[src/rtl/up_axi_initiator_pkg.sv]
// Shared definitions for the up_axi_initiator register-bus to AXI4-Lite bridge.
// Holds the FSM state encoding, the AXI response codes and the read-data
// pattern returned when a transaction is abandoned by the response timeout.
package up_axi_initiator_pkg;

  typedef enum logic [2:0] {
    ST_IDLE  = 3'd0,
    ST_WADDR = 3'd1,
    ST_WRESP = 3'd2,
    ST_RADDR = 3'd3,
    ST_RDATA = 3'd4
  } state_t;

  localparam logic [1:0] AXI_RESP_OKAY   = 2'b00;
  localparam logic [1:0] AXI_RESP_EXOKAY = 2'b01;
  localparam logic [1:0] AXI_RESP_SLVERR = 2'b10;
  localparam logic [1:0] AXI_RESP_DECERR = 2'b11;

  localparam logic [31:0] TIMEOUT_RDATA = 32'hDEADDEAD;

endpackage

[src/rtl/up_axi_initiator.sv]
// Purpose : bridges a held-level word-addressed register bus onto an AXI4-Lite master, one transaction at a time.
// Latency : request seen cycle 0, AXI valid cycle 1, response cycle 2, up_wack/up_rack cycle 3 with an always-ready slave.
// Backpr. : valids are held until their ready; new requests wait (never dropped) until the FSM is back in IDLE.
//
// Ports   : up_clk/up_rst (async active-high); up_wreq/up_waddr/up_wdata -> up_wack/up_werr;
//           up_rreq/up_raddr -> up_rack/up_rerr/up_rdata; m_axi_* is the AXI4-Lite master (aw, w, b, ar, r).
// Option  : define UP_AXI_INITIATOR_TIMEOUT_EN to add a TIMEOUT_CYCLES response timeout that acks with err=1.
module up_axi_initiator
  import up_axi_initiator_pkg::*;
#(
  parameter int AXI_ADDRESS_WIDTH = 16,
  parameter int TIMEOUT_CYCLES    = 1024
) (
  input  logic                         up_clk,
  input  logic                         up_rst,
  input  logic                         up_wreq,
  input  logic [AXI_ADDRESS_WIDTH-3:0] up_waddr,
  input  logic [31:0]                  up_wdata,
  output logic                         up_wack,
  output logic                         up_werr,
  input  logic                         up_rreq,
  input  logic [AXI_ADDRESS_WIDTH-3:0] up_raddr,
  output logic [31:0]                  up_rdata,
  output logic                         up_rack,
  output logic                         up_rerr,
  output logic                         m_axi_awvalid,
  output logic [AXI_ADDRESS_WIDTH-1:0] m_axi_awaddr,
  output logic [2:0]                   m_axi_awprot,
  input  logic                         m_axi_awready,
  output logic                         m_axi_wvalid,
  output logic [31:0]                  m_axi_wdata,
  output logic [3:0]                   m_axi_wstrb,
  input  logic                         m_axi_wready,
  input  logic                         m_axi_bvalid,
  input  logic [1:0]                   m_axi_bresp,
  output logic                         m_axi_bready,
  output logic                         m_axi_arvalid,
  output logic [AXI_ADDRESS_WIDTH-1:0] m_axi_araddr,
  output logic [2:0]                   m_axi_arprot,
  input  logic                         m_axi_arready,
  input  logic                         m_axi_rvalid,
  input  logic [31:0]                  m_axi_rdata,
  input  logic [1:0]                   m_axi_rresp,
  output logic                         m_axi_rready
);

  state_t                       state_q, state_d;
  logic [AXI_ADDRESS_WIDTH-3:0] addr_q;
  logic [31:0]                  wdata_q;
  logic                         awvalid_q, wvalid_q;
  logic                         ack_busy, resp_hs, is_wr_state;
  logic                         to_fire, to_done;

  assign m_axi_awvalid = awvalid_q;
  assign m_axi_wvalid  = wvalid_q;
  assign m_axi_awaddr  = {addr_q, 2'b00};
  assign m_axi_araddr  = {addr_q, 2'b00};
  assign m_axi_awprot  = 3'b000;
  assign m_axi_arprot  = 3'b000;
  assign m_axi_wdata   = wdata_q;
  assign m_axi_wstrb   = 4'hF;

  // The requester still holds its level during the ack cycle; starting a new
  // transaction then would repeat the one just completed.
  assign ack_busy    = up_wack | up_rack;
  assign resp_hs     = (state_q == ST_WRESP && m_axi_bvalid) || (state_q == ST_RDATA && m_axi_rvalid);
  assign is_wr_state = (state_q == ST_WADDR) || (state_q == ST_WRESP);

  always_ff @(posedge up_clk or posedge up_rst) begin
    if (up_rst) state_q <= ST_IDLE;
    else        state_q <= state_d;
  end

  always_comb begin
    state_d       = state_q;
    m_axi_arvalid = 1'b0;
    m_axi_bready  = 1'b0;
    m_axi_rready  = 1'b0;
    case (state_q)
      ST_IDLE: begin
        if (!ack_busy) begin
          if (up_wreq)      state_d = ST_WADDR;
          else if (up_rreq) state_d = ST_RADDR;
        end
      end
      ST_WADDR: begin
        // aw and w may complete in different cycles; leave once neither is outstanding.
        if ((!awvalid_q || m_axi_awready) && (!wvalid_q || m_axi_wready)) state_d = ST_WRESP;
      end
      ST_WRESP: begin
        m_axi_bready = 1'b1;
        if (m_axi_bvalid) state_d = ST_IDLE;
      end
      ST_RADDR: begin
        m_axi_arvalid = 1'b1;
        if (m_axi_arready) state_d = ST_RDATA;
      end
      ST_RDATA: begin
        m_axi_rready = 1'b1;
        if (m_axi_rvalid) state_d = ST_IDLE;
      end
      default: state_d = ST_IDLE;
    endcase
  end

  always_ff @(posedge up_clk or posedge up_rst) begin
    if (up_rst) begin
      addr_q    <= '0;
      wdata_q   <= '0;
      awvalid_q <= 1'b0;
      wvalid_q  <= 1'b0;
      up_wack   <= 1'b0;
      up_werr   <= 1'b0;
      up_rack   <= 1'b0;
      up_rerr   <= 1'b0;
      up_rdata  <= '0;
    end else begin
      up_wack <= 1'b0;
      up_werr <= 1'b0;
      up_rack <= 1'b0;
      up_rerr <= 1'b0;
      if (state_q == ST_IDLE && state_d == ST_WADDR) begin
        addr_q    <= up_waddr;
        wdata_q   <= up_wdata;
        awvalid_q <= 1'b1;
        wvalid_q  <= 1'b1;
      end
      if (state_q == ST_IDLE && state_d == ST_RADDR) addr_q <= up_raddr;
      if (awvalid_q && m_axi_awready) awvalid_q <= 1'b0;
      if (wvalid_q && m_axi_wready)   wvalid_q  <= 1'b0;
      // A response arriving after a timeout ack is consumed silently.
      if (state_q == ST_WRESP && m_axi_bvalid && !to_done) begin
        up_wack <= 1'b1;
        up_werr <= (m_axi_bresp != AXI_RESP_OKAY);
      end
      if (state_q == ST_RDATA && m_axi_rvalid && !to_done) begin
        up_rack  <= 1'b1;
        up_rerr  <= (m_axi_rresp != AXI_RESP_OKAY);
        up_rdata <= m_axi_rdata;
      end
      if (to_fire) begin
        if (is_wr_state) begin
          up_wack <= 1'b1;
          up_werr <= 1'b1;
        end else begin
          up_rack  <= 1'b1;
          up_rerr  <= 1'b1;
          up_rdata <= TIMEOUT_RDATA;
        end
      end
    end
  end

`ifdef UP_AXI_INITIATOR_TIMEOUT_EN
  localparam logic [15:0] TO_LAST = 16'(TIMEOUT_CYCLES - 1);

  logic [15:0] to_cnt_q;
  logic        to_done_q;

  // Fires on the edge where the counter steps onto TO_LAST, so the error ack
  // is visible in the same cycle the counter shows TO_LAST. A real response
  // in that same cycle takes priority.
  assign to_fire = (state_q != ST_IDLE) && !to_done_q && !resp_hs && (16'(to_cnt_q + 16'd1) == TO_LAST);
  assign to_done = to_done_q;

  always_ff @(posedge up_clk or posedge up_rst) begin
    if (up_rst) begin
      to_cnt_q  <= '0;
      to_done_q <= 1'b0;
    end else if (state_q == ST_IDLE) begin
      to_cnt_q  <= '0;
      to_done_q <= 1'b0;
    end else begin
      to_cnt_q <= to_cnt_q + 16'd1;
      if (to_fire) to_done_q <= 1'b1;
    end
  end
`else
  logic unused_timeout_cfg;

  assign to_fire            = 1'b0;
  assign to_done            = 1'b0;
  assign unused_timeout_cfg = ^TIMEOUT_CYCLES;
`endif

endmodule

[config.mk]
export PLATFORM = sky130hd
export DESIGN_NAME = up_axi_initiator
export DESIGN_NICKNAME = d
export VERILOG_FILES = /design/src/rtl/up_axi_initiator_pkg.sv /design/src/rtl/up_axi_initiator.sv
export SDC_FILE = /design/constraint.sdc
export NUM_CORES = 1
export LEC_CHECK = 0
export BUFFER_PORTS_ARGS = -buffer_cell sky130_fd_sc_hd__buf_2
export CORE_MARGIN = 2
export CORE_UTILIZATION = 41
export CTS_BUF_LIST = sky130_fd_sc_hd__clkbuf_8
export CTS_CLUSTER_SIZE = 25
export DETAILED_ROUTE_END_ITERATION = 10
export PLACE_DENSITY = 0.86
export SLEW_MARGIN = 30
export SYNTH_ARGS = -nofsm -noshare
export SYNTH_HDL_FRONTEND = slang
export SYNTH_SLANG_ARGS = --single-unit
[constraint.sdc]
create_clock -name up_clk -period 2.6 [get_ports up_clk]
set_input_delay 0.52 -clock up_clk [delete_from_list [all_inputs] [get_ports up_clk]]
set_output_delay 0.52 -clock up_clk [all_outputs]
set_load 0.01 [all_outputs]
Word level (Yosys, flattened, before mapping)

Cells that the tools add are included.

Bits in registers: 87
Word-level logic and storage cells: 54
Memory bits (read-only): 0
Memory bits (writable): 0
Latch bits: 0
Output and inout port bits: 115
Memories: 0

$lt $le $gt $ge: 0
Equality and inequality tests: 6
Muxes and demuxes: 20
Bitwise operators: 1
$mul: 0
Reductions and logical operators: 17
Div/mod/pow operators: 0
Add/sub/neg operators: 0
Shifts and indexed selects: 0

Operators by type and width:

| cell                 | number |
|---|---|
| $mux W14             | 2 |
| $mux W3              | 7 |
| $pmux W3 S5          | 1 |
| $mux W1              | 10 |
| $reduce_bool A2 Y1   | 5 |
| $eq A3 B2 Y1 const B | 3 |
| $logic_and A1 B1 Y1  | 7 |
| $eq A3 B1 Y1 const B | 2 |
| $eq A3 B3 Y1 const B | 1 |
| $logic_not A3 Y1     | 1 |
| $logic_not A1 Y1     | 2 |
| $logic_or A1 B1 Y1   | 2 |
| $or A1 B1 Y1         | 1 |

Depth between registers and ports, before layout

Depth in word-level cells: 9
Gate-level depth with buffers: 6
Mapped depth without buffers: 3

Worst setup path after synthesis

No wires, ideal clock.

Kind: reg2reg
Start: register state_q[1]
End: register wdata_q[0], in the netlist m_axi_wdata[0]
Slack: 0.467 ns
Data arrival time: 2.008 ns
Path buffers: 3
Cell stages (with the launch flop): 7
Required time: 2.475 ns
Cell sequence: dfrtp_1 or4_4 buf_6 or3b_4 buf_6 buf_6 mux2_4

Word-level cells in the longest chain between the ends: 6

Ends and longest elaborated chain:

| element                | RTL line                | text |
|---|---|---|
| start, declared        | up_axi_initiator.sv:47  | `state_t state_q, state_d;` |
| start signal, assigned | up_axi_initiator.sv:71  | `else state_q <= state_d;` |
| $mux W3                | up_axi_initiator.sv:83  | `else if (up_rreq) state_d = ST_RADDR;` |
| $mux W3                | up_axi_initiator.sv:82  | `if (up_wreq) state_d = ST_WADDR;` |
| $mux W3                | up_axi_initiator.sv:81  | `if (!ack_busy) begin` |
| $pmux W3 S5            | up_axi_initiator.sv:79  | `case (state_q)` |
| $eq A3 B1 Y1           | up_axi_initiator.sv:122 | `if (state_q == ST_IDLE && state_d == ST_WADDR) begin` |
| $logic_and A1 B1 Y1 *  | up_axi_initiator.sv:122 |  |
| end signal, assigned   | up_axi_initiator.sv:124 | `wdata_q <= up_wdata;` |
| end, declared          | up_axi_initiator.sv:49  | `logic [31:0] wdata_q;` |

Mark *: on every way between the ends. The rest lies on a longest branch, timed or not.
A chain may end at the register's enable or synchronous reset.

Final worst setup path

Start: register state_q[1]
End: register wdata_q[2], in the netlist m_axi_wdata[2]

Same word-level chain as after synthesis.

==> impl_results.md <==
- Status: complete, no violations
- DP HPWL: about 6600 µm
- FP Rows: 34
- Via Count: approximately 2800
- DP Area: approximately 0.0047 mm²
- Die ar.: between 0.009 and 0.01 mm²
- Max rail drop VDD: around 0.00047 V
- Power per standard cell area: about 1200 mW/mm²
- CTS tree: built
- Share of cells above drive strength 1: 0.635
- Die W: approximately 99 µm
- NumNets Final: 563
- Drt first pass iters: 4
- Post-route cell area: 0.00486 mm²
- Routed len/inst: approximately 15 µm
- Area of the core: just under 0.009 mm²
- Worst hold-check path type: primary input to async pin
- Clock sink total: 87
- Initial drt markers: around 110
- Max-slew violation count: 0
- Starting Density: 0.426
- Clock tree root buffer cell: clkbuf_8
- Ports: between 200 and 250
- Synth Instances: 272
- Total global routing overflow: 0
- GPL Wtd Cong: slightly above 0.8
- Vias in the first global route: just under 3000
- Vias per cell: 4.96
- Post-CTS Resized: 0
- Leak: between 2 and 3 nW
- # DRC: 0
- Mapped Avg Cell Area: ~14 µm²
- RSZ-0062 raised after global routing: false
- Synthesized area: 0.00373 mm²
- Main synth FF type: dfrtp_1
- Register area share after synthesis: 0.583
- Initial antenna violation count: 0
- Final setup viols: 0
- Largest net degree at the start of global routing: 88
- Post-route ant nets: 0
- IO Port Bufs: 205
- Cts hold-fix bufs: 0
- Max Clk Rate: around 460 MHz
- Data arrival time of the critical path: ~2400 ps
- Area Growth Syn to Fin: 30.3%
- Number of diodes: 0
- Max-slew headroom: 0.506
- Critical path peak fanout: 39
- Setup_tns: 0 ps
- Worst-Margin Slew: around 740 ps
- Placed cells: 555
- Skew-Pair Late Insertion Delay: approximately 340 ps
- Final Cycle Share: 0.843
- Max clock buf depth: 2
- Crit path required time: around 2800 ps
- CP Capture Type: flip-flop
- Post-synth ARST share: 1.00
- First-pass GRT wire length: about 14000 µm
- Final Non-Filler Cells: ~570
- Startpoint types: flip-flop
- Finished Core Util: 0.555
- CTS clk-pin slew, worst paths: approximately 90 ps
- Fillers: between 700 and 800
- Post-Route WL: ~8800 µm
- Max cap viols: 0
- Fin crit period: around 2200 ps
- Fin Clk Skew: between 10 and 15 ps
- Post-synth EDFFs: 0
- Number of synthesis warnings: 0
- Distinct cells, synth: 31
- DIE HEIGHT: between 90 and 100 µm
- H-tree depth: 3
- Crit Path Category: flip-flop to flip-flop
- Setup bufs post-CTS: 0
- FF+latch count, synth: 87
- Clock buffers created by TritonCTS: 9
- Total GRT Usage: 0.176
- Hold Vio Cnt, Final: 0
## worst max-delay path, stage by stage (launching register included)
cell     delay (ps)
dfrtp_1         460
or4_4           600
or3b_4          640
mux2_4          370
## worst paths after layout
check | start | endpoint | slack, ps | cells past startpoint
worst max-delay path | state_q[1] | m_axi_wdata[2] | 410 | 3
worst min-delay path | up_rst | up_rdata[23] | 290 | 3
worst max register to register | state_q[1] | m_axi_wdata[2] | 410 | 3
worst min register to register | m_axi_awvalid | m_axi_awvalid | 470 | 1
max in group asynchronous | up_rst | m_axi_wdata[15] | 1940 | 3
min in group up_clk | m_axi_bresp[0] | up_werr | 390 | 2
## where the power goes
part,switching (mW),internal (mW)
Clock,0.460,0.438
Sequential,0.377,1.99
Combinational,1.17,1.26
Total,2.01,3.69
## cell usage in the layout (no fill, tap or decap)
cell type and count:
buf_2 205, dfrtp_1 87, mux2_2 61, conb_1 14, nor2_1 13, a22oi_1 9
o2bb2ai_1 9, clkbuf_8 9, o21bai_1 7, a31oi_1 5, o221a_2 5, inv_1 4
mux2_4 3, nor2b_1 3, nor3b_1 3, and2_1 3, clkinvlp_4 3, nand2b_1 2
a22o_1 2, o21a_1 2, or4_4 1, or3b_4 1, or3_1 1, or2_2 1
nor3_1 1, o41ai_1 1, o311ai_0 1, a21oi_1 1, and3_1 1, bufinv_16 1
clkinv_4 1, clkinv_2 1, buf_4 1, buf_12 1
## sequential cells by signal, summed over array words and instances (netlist names)
name and count:
addr_q 14, m_axi_awvalid 1, m_axi_wdata 32, m_axi_wvalid 1, state_q 3, up_rack 1, up_rdata 32, up_rerr 1
up_wack 1, up_werr 1
## per-stage QoR
step | worst slack, ps | total power [mW] | hold WS [ps]
5_1_grt | 334 | 6.10 | 302
6_report | 407 | 5.70 | 288
3_3_place_gp | 471 | 4.75 | 458
4_1_cts | 405 | 5.79 | 300
3_5_place_dp | 411 | 4.87 | 470
2_1_floorplan | 467 | 4.01 | 505
## area by class of cell
type                    count  area (µm²)  share of cell area
flip-flops and latches     87        2180               0.448
multi-input cells         150        1290               0.266
repair buffers            207        1050               0.217
well taps                 108         135              0.0278
clock buffers               9         124              0.0255
clock inverters             7        66.3              0.0136
inverters                   3        15.0             0.00309
## Yosys cell counts, types with 2 or more instances
cell type,instances,area (µm²)
a22oi_1,9,67.6
mux2_4,3,45.0
buf_4,28,210
o221a_2,5,56.3
inv_1,3,11.3
nand2b_1,2,12.5
conb_1,2,7.51
mux2_2,61,687
nor2_1,13,48.8
nor3b_1,3,22.5
and2_1,3,18.8
buf_6,3,33.8
o21a_1,2,15.0
buf_2,2,10.0
dfrtp_1,87,2180
clkbuf_1,7,26.3
o2bb2ai_1,9,78.8
buf_1,4,15.0
nor2b_1,3,18.8
a31oi_1,5,31.3
o21bai_1,7,52.6
a22o_1,2,17.5
## routing by layer
layer | share of wire | up-vias | track usage
met2 | 0.54 | 133 | 0.319
met3 | 0.078 | 6 | 0.0576
li1 | - | 1298 | -
met5 | 0 | - | 0
met1 | 0.37 | 1396 | 0.200
met4 | 0.0069 | 0 | 0.0453
## logic make-up after synthesis
family	Yosys count	synth area share
flops	87	0.583
mux	64	0.196
buf+inv	47	0.0821
compound gates	42	0.0915
simple gates	30	0.0449
other cells	2	0.00201
Power figures use the tool's default switching activity.
